--- src/rtl/serial_pkg.sv ---
// Shared types and constants for the serial deserializer block.
// Holds the frame FSM state encoding and the default frame width.
package serial_pkg;

    localparam int DEFAULT_WIDTH = 8;

    typedef enum logic [1:0] {
        IDLE   = 2'd0,
        SHIFT  = 2'd1,
        PARITY = 2'd2,
        DONE   = 2'd3
    } state_e;

endpackage

--- src/rtl/bit_count.sv ---
// Data-bit counter for the deserializer: cleared by Init, advanced by Inc,
// saturating at WIDTH. Co flags the count at which the final data bit is taken.
module bit_count
    import serial_pkg::*;
#(
    parameter int WIDTH = DEFAULT_WIDTH
) (
    input  logic                         Clk,
    input  logic                         Rst,
    input  logic                         Init,
    input  logic                         Inc,
    output logic [$clog2(WIDTH+1)-1:0]   Cnt,
    output logic                         Co
);

    localparam int CW = $clog2(WIDTH + 1);
    localparam logic [CW-1:0] CNT_MAX  = CW'(WIDTH);
    localparam logic [CW-1:0] CNT_LAST = CW'(WIDTH - 1);

    logic [CW-1:0] cnt_q;
    logic [CW-1:0] cnt_d;

    always_comb begin
        cnt_d = cnt_q;
        if (Init) begin
            cnt_d = '0;
        end else if (Inc && (cnt_q != CNT_MAX)) begin
            cnt_d = cnt_q + 1'b1;
        end
    end

    always_ff @(posedge Clk) begin
        if (!Rst) begin
            cnt_q <= '0;
        end else begin
            cnt_q <= cnt_d;
        end
    end

    assign Cnt = cnt_q;
    assign Co  = (cnt_q == CNT_LAST);

endmodule

--- src/rtl/serial_deserializer.sv ---
// Start-bit framed serial receiver with optional even parity and a one-word
// output buffer (Valid/Ack handshake, sticky Overrun on dropped frames).
module serial_deserializer
    import serial_pkg::*;
#(
    parameter int WIDTH     = DEFAULT_WIDTH,
    parameter int MSB_FIRST = 0,
    parameter int PARITY_EN = 0
) (
    input  logic                         Clk,
    input  logic                         Rst,
    input  logic                         SerI,
    input  logic                         En,
    input  logic                         Ack,
    output logic [WIDTH-1:0]             Dout,
    output logic                         Valid,
    output logic                         Busy,
    output logic                         ParErr,
    output logic                         Overrun,
    output logic [$clog2(WIDTH+1)-1:0]   BitCnt
);

    state_e           state_q;
    logic [WIDTH-1:0] shift_q;
    logic [WIDTH-1:0] shift_d;
    logic             par_bit_q;
    logic [WIDTH-1:0] dout_q;
    logic             valid_q;
    logic             parerr_q;
    logic             overrun_q;
    logic             commit_q;
    logic             parerr_d;
    logic             cnt_init;
    logic             cnt_inc;
    logic             cnt_co;

    assign cnt_init = (state_q == IDLE) && En && !SerI;
    assign cnt_inc  = (state_q == SHIFT) && En;

    bit_count #(
        .WIDTH (WIDTH)
    ) u_bit_count (
        .Clk  (Clk),
        .Rst  (Rst),
        .Init (cnt_init),
        .Inc  (cnt_inc),
        .Cnt  (BitCnt),
        .Co   (cnt_co)
    );

    // Per-bit shift network: the first received bit walks toward bit 0 (LSB
    // first) or toward bit WIDTH-1 (MSB first) as later bits arrive.
    for (genvar gi = 0; gi < WIDTH; gi++) begin : g_shift
        if (MSB_FIRST != 0) begin : g_msb
            if (gi == 0) begin : g_in
                assign shift_d[gi] = SerI;
            end else begin : g_mv
                assign shift_d[gi] = shift_q[gi-1];
            end
        end else begin : g_lsb
            if (gi == WIDTH - 1) begin : g_in
                assign shift_d[gi] = SerI;
            end else begin : g_mv
                assign shift_d[gi] = shift_q[gi+1];
            end
        end
    end

    assign parerr_d = (PARITY_EN != 0) ? ((^shift_q) ^ par_bit_q) : 1'b0;

    // DONE only decides accept/drop; the accepted word lands in the buffer one
    // edge later via commit_q, while the next frame's start bit is already seen.
    always_ff @(posedge Clk) begin
        if (!Rst) begin
            state_q   <= IDLE;
            shift_q   <= '0;
            par_bit_q <= 1'b0;
            dout_q    <= '0;
            valid_q   <= 1'b0;
            parerr_q  <= 1'b0;
            overrun_q <= 1'b0;
            commit_q  <= 1'b0;
        end else begin
            commit_q <= 1'b0;
            case (state_q)
                IDLE: begin
                    if (En && !SerI) begin
                        state_q <= SHIFT;
                    end
                end
                SHIFT: begin
                    if (En) begin
                        shift_q <= shift_d;
                        if (cnt_co) begin
                            state_q <= (PARITY_EN != 0) ? PARITY : DONE;
                        end
                    end
                end
                PARITY: begin
                    if (En) begin
                        par_bit_q <= SerI;
                        state_q   <= DONE;
                    end
                end
                DONE: begin
                    state_q <= IDLE;
                    if (!valid_q || Ack) begin
                        commit_q <= 1'b1;
                    end else begin
                        overrun_q <= 1'b1;
                    end
                end
                default: begin
                    state_q <= IDLE;
                end
            endcase

            if (commit_q) begin
                dout_q   <= shift_q;
                parerr_q <= parerr_d;
                valid_q  <= 1'b1;
            end else if (Ack) begin
                valid_q <= 1'b0;
            end
        end
    end

    assign Dout    = dout_q;
    assign Valid   = valid_q;
    assign Busy    = (state_q != IDLE);
    assign ParErr  = parerr_q;
    assign Overrun = overrun_q;

endmodule

--- config.mk ---
export PLATFORM = sky130hd
export DESIGN_NAME = serial_deserializer
export DESIGN_NICKNAME = d
export VERILOG_FILES = /design/src/rtl/serial_pkg.sv /design/src/rtl/bit_count.sv /design/src/rtl/serial_deserializer.sv
export SDC_FILE = /design/constraint.sdc
export NUM_CORES = 1
export LEC_CHECK = 0
export ABC_AREA = 1
export ABC_CLOCK_PERIOD_IN_PS = 1430
export CAP_MARGIN = 20
export CORE_MARGIN = 2
export CORE_UTILIZATION = 49
export DETAILED_ROUTE_END_ITERATION = 6
export PLACE_DENSITY = 0.84
export SYNTH_ARGS = -nofsm -noshare
export SYNTH_HDL_FRONTEND = slang
export SYNTH_SLANG_ARGS = --single-unit
--- constraint.sdc ---
create_clock -name Clk -period 1.43 [get_ports Clk]
set_input_delay 0.143 -clock Clk [delete_from_list [all_inputs] [get_ports Clk]]
set_output_delay 0.143 -clock Clk [all_outputs]
set_load 0.02 [all_outputs]
==> results.py <==
metrics = {
    "run_status": {
        "outcome": "finished clean",
    },
    "yosys": {
        "synth_cell_types": 20,
        "synth_top_area_cell": "dfxtp_1",
        "yosysWarnings": 0,
        "netlist_area_um2": 1090,
        "syn-num-nets": 155,
        "synth_compound_area_share_pct": 12.4,
        "synth_simple_gate_area_share_pct": 23.8,
        "synth_seq_cells": 25,
        "synth_top_family_by_area": "simple AND/OR/NAND/NOR gates",
        "synthMuxAreaShare_pct": 0,
        "ys_top_cells_by_area": "dfxtp_1 46%, nor2_1 12%, ha_1 8.1%",
        "synth-xor-area-share_pct": 0.806,
        "synth_edf_count": 0,
        "avgSynthCellArea_um2": 7.59,
        "synthArstFlopShare_pct": 0,
        "ys_seq_area_share_pct": 46.1,
        "synth_fa_ha_area_share_pct": 8.06,
        "synth_top_area_share_pct": 46.1,
        "synth_ff_type": "dfxtp_1",
        "postSynthCellCount": 143,
    },
    "placement": {
        "place_congestion": 0.706,
        "dp.cells": 191,
        "detailed_place_hpwl_um": 1470,
        "pre_cts_slack_ps": 45.8,
        "dpl-instance-area_um2": 1330,
        "port_buffers": 19,
    },
    "setup_path": {
        "worst-path-buf-inv": 3,
        "cp.required_ps": 1290,
        "cp.arrival_ps": 1160,
        "crit_fanout": 2,
        "crit_start": "state_q[0]",
        "crit_type": "flip-flop to primary output",
        "crit_family": "flip-flops",
        "crit_path_max_incr_delay_ps": 360,
        "reg2reg_depth": 8,
        "r2r-end": "u_bit_count.Cnt[0]",
        "r2r_slack_ps": 140,
        "cpMostUsedCell": "inv_1",
        "cp-start-kind": "flip-flop",
        "r2r-start": "state_q[0]",
        "cp_cell_sequence": "inv_1 > ha_1 > inv_1 > buf_2",
        "cp-end-kind": "primary output",
        "crit_slowest_cell": "dfxtp_2",
    },
    "grt": {
        "track_usage_pct": 18.6,
        "antenna_found_initial": 0,
        "grt_first_pass_wirelength_um": 3650,
        "grt_max_degree": 19,
        "gr-total-overflow": 0,
        "grt_pass1_vias": 865,
    },
    "drt": {
        "routed_via_density": 4.77,
        "initialDrtViolationCount": 18,
        "dr.pass1.iters": 4,
        "vias": 939,
        "drtAntennaViolNets": 0,
        "routed_wl_um": 2020,
        "route.detailed.drc": 0,
        "wl_per_cell_um": 10.2,
    },
    "floorplanning": {
        "io_pins": 21,
        "fp.dieW_um": 51.1,
        "std_cell_rows": 17,
        "dieArea_um2": 2610,
        "core_um2": 2150,
        "start_util_pct": 50.6,
        "die_height_um": 51.1,
    },
    "final_layout": {
        "finalInstanceArea_um2": 1370,
        "utilization_pct": 63.8,
        "final_cells": 197,
        "fin_nets": 182,
        "drive_gt1_share_pct": 11.2,
        "diodes": 0,
        "syn2layout_area_growth_pct": 26.2,
    },
    "clock_tree": {
        "cts_tree": "yes",
        "clock_path_buffers": 2,
        "htreeDepth": 1,
        "cts-root-buf": "clkbuf_4",
        "cts_buffers": 3,
        "insertion_delay_ps": 330,
        "clock-sinks": 25,
        "clk_pin_slew_worst_paths_ps": 140,
    },
    "pwr": {
        "sw_frac_of_total_pct": 36.0,
        "p_int_mw": 1.17,
        "total_power_mw": 1.83,
        "power.density_nw_per_um2": 1340,
        "p_seq_share_pct": 47.7,
        "pwr-share-comb_pct": 35.1,
        "p_clk_share_pct": 17.2,
        "p_leak_nw": 0.752,
        "ir_worst_vdd_mv": 0.714,
        "p_sw_mw": 0.660,
    },
    "timing": {
        "fmax_mhz": 767,
        "final_max_slew_viol_count": 0,
        "finalCritPeriodShare_pct": 91.2,
        "fin_crit_ps": 1300,
        "skew_ps": 14.9,
        "rsz0062_at_grt": "no",
        "setup_tns_ps": 0,
        "hold_viol": 0,
        "hold_ws_ps": 401,
        "setup_viol": 0,
        "layout_setup_ws_ps": 126,
    },
    "worst_hold_path": {
        "hold_depth": 3,
        "min_from": "SerI",
        "min_to": "shift_q[7]",
        "min_path_type": "input port to flip-flop",
    },
    "job": {
        "drv_cap": 0,
    },
}
cells in the final DEF, fill, tap and decap left out, drive strengths merged, types with 3 or more instances in the layout:
cell type	synthesis	layout
o21ai	17	17
dlymetal6s2s	0	5
nand2	23	23
nor2	35	35
buf	3	8
clkinv	2	3
clkbuf	1	3
dfxtp	25	25
clkdlybuf4s50	0	4
ha	7	7
dlygate4sd2	0	9
inv	14	14
nand3	4	4
a21oi	7	7
final cells by class:
class | count | area [um^2]
fill | 203 | 778
sequential | 25 | 502
multi-input combinational | 98 | 497
timing repair buffer | 26 | 239
inverter | 16 | 70.1
tap | 28 | 35.0
clock buffer | 3 | 22.5
clock inverter | 1 | 5.00
tightest hold or removal path, stage by stage:
cell,delay [ps]
clkdlybuf4s50_1,400
inv_1,90
a21oi_1,70
power by group through the flow:
stage / registers, mW / logic, mW / clock network, mW
3_5_place_dp: 0.889 / 0.654 / 0
5_1_grt: 0.888 / 0.740 / 0.354
2_1_floorplan: 0.927 / 0.386 / 0
4_1_cts: 0.872 / 0.639 / 0.325
3_3_place_gp: 0.881 / 0.626 / 0
6_report: 0.875 / 0.644 / 0.315
repair_timing:
| item | in CTS | in global routing |
|---|---|---|
| pin swaps | 0 | 1 |
| hold buffers | 0 | 0 |
| resized for setup | 12 | 8 |
| endpoints found under the setup margin | 10 | 10 |
| buffers inserted | 0 | 2 |
registers in the layout, summed over array words and instances (netlist names):
register and flops:
shift_q 8, commit_q 1, u_bit_count.Cnt 4, state_q 2, Dout 8, Overrun 1, Valid 1
cell usage after synthesis, types with 2 or more instances:
library cell,n
o21ai_0,15
dfxtp_1,25
nand2_4,2
nor2_1,35
buf_2,2
o21ai_1,2
nand2_1,21
clkinv_4,2
nand3_1,4
inv_1,13
a21oi_1,7
ha_1,7
worst max-delay path by stage:
stage | end | slack, ps | cells after the start
2_1_floorplan | u_bit_count.Cnt[3] | 210 | 7
3_3_place_gp | Busy | 80 | 4
3_5_place_dp | Busy | 50 | 4
4_1_cts | Busy | 3 | 4
5_1_grt | Busy | 40 | 4
6_report | Busy | 130 | 4
logic make-up after synthesis:
kind of cell	count (synthesis)
adders and majority gates	7
DFF	25
and+or+nand+nor	63
xor gates and xnor gates	1
other	1
buffers and inverters	20
AOI/OAI and AO/OA	26
per-layer routing:
metal	wire length [um]	global-route usage (%)	part of all wire, %	vias up
li1	-	-	-	500
met3	93	3.51	4.6	5
met1	946	23.4	47	412
met2	940	30.7	47	22
met5	0	0	0	-
met4	39	8.11	1.9	0
Power figures use the tool's default switching activity.
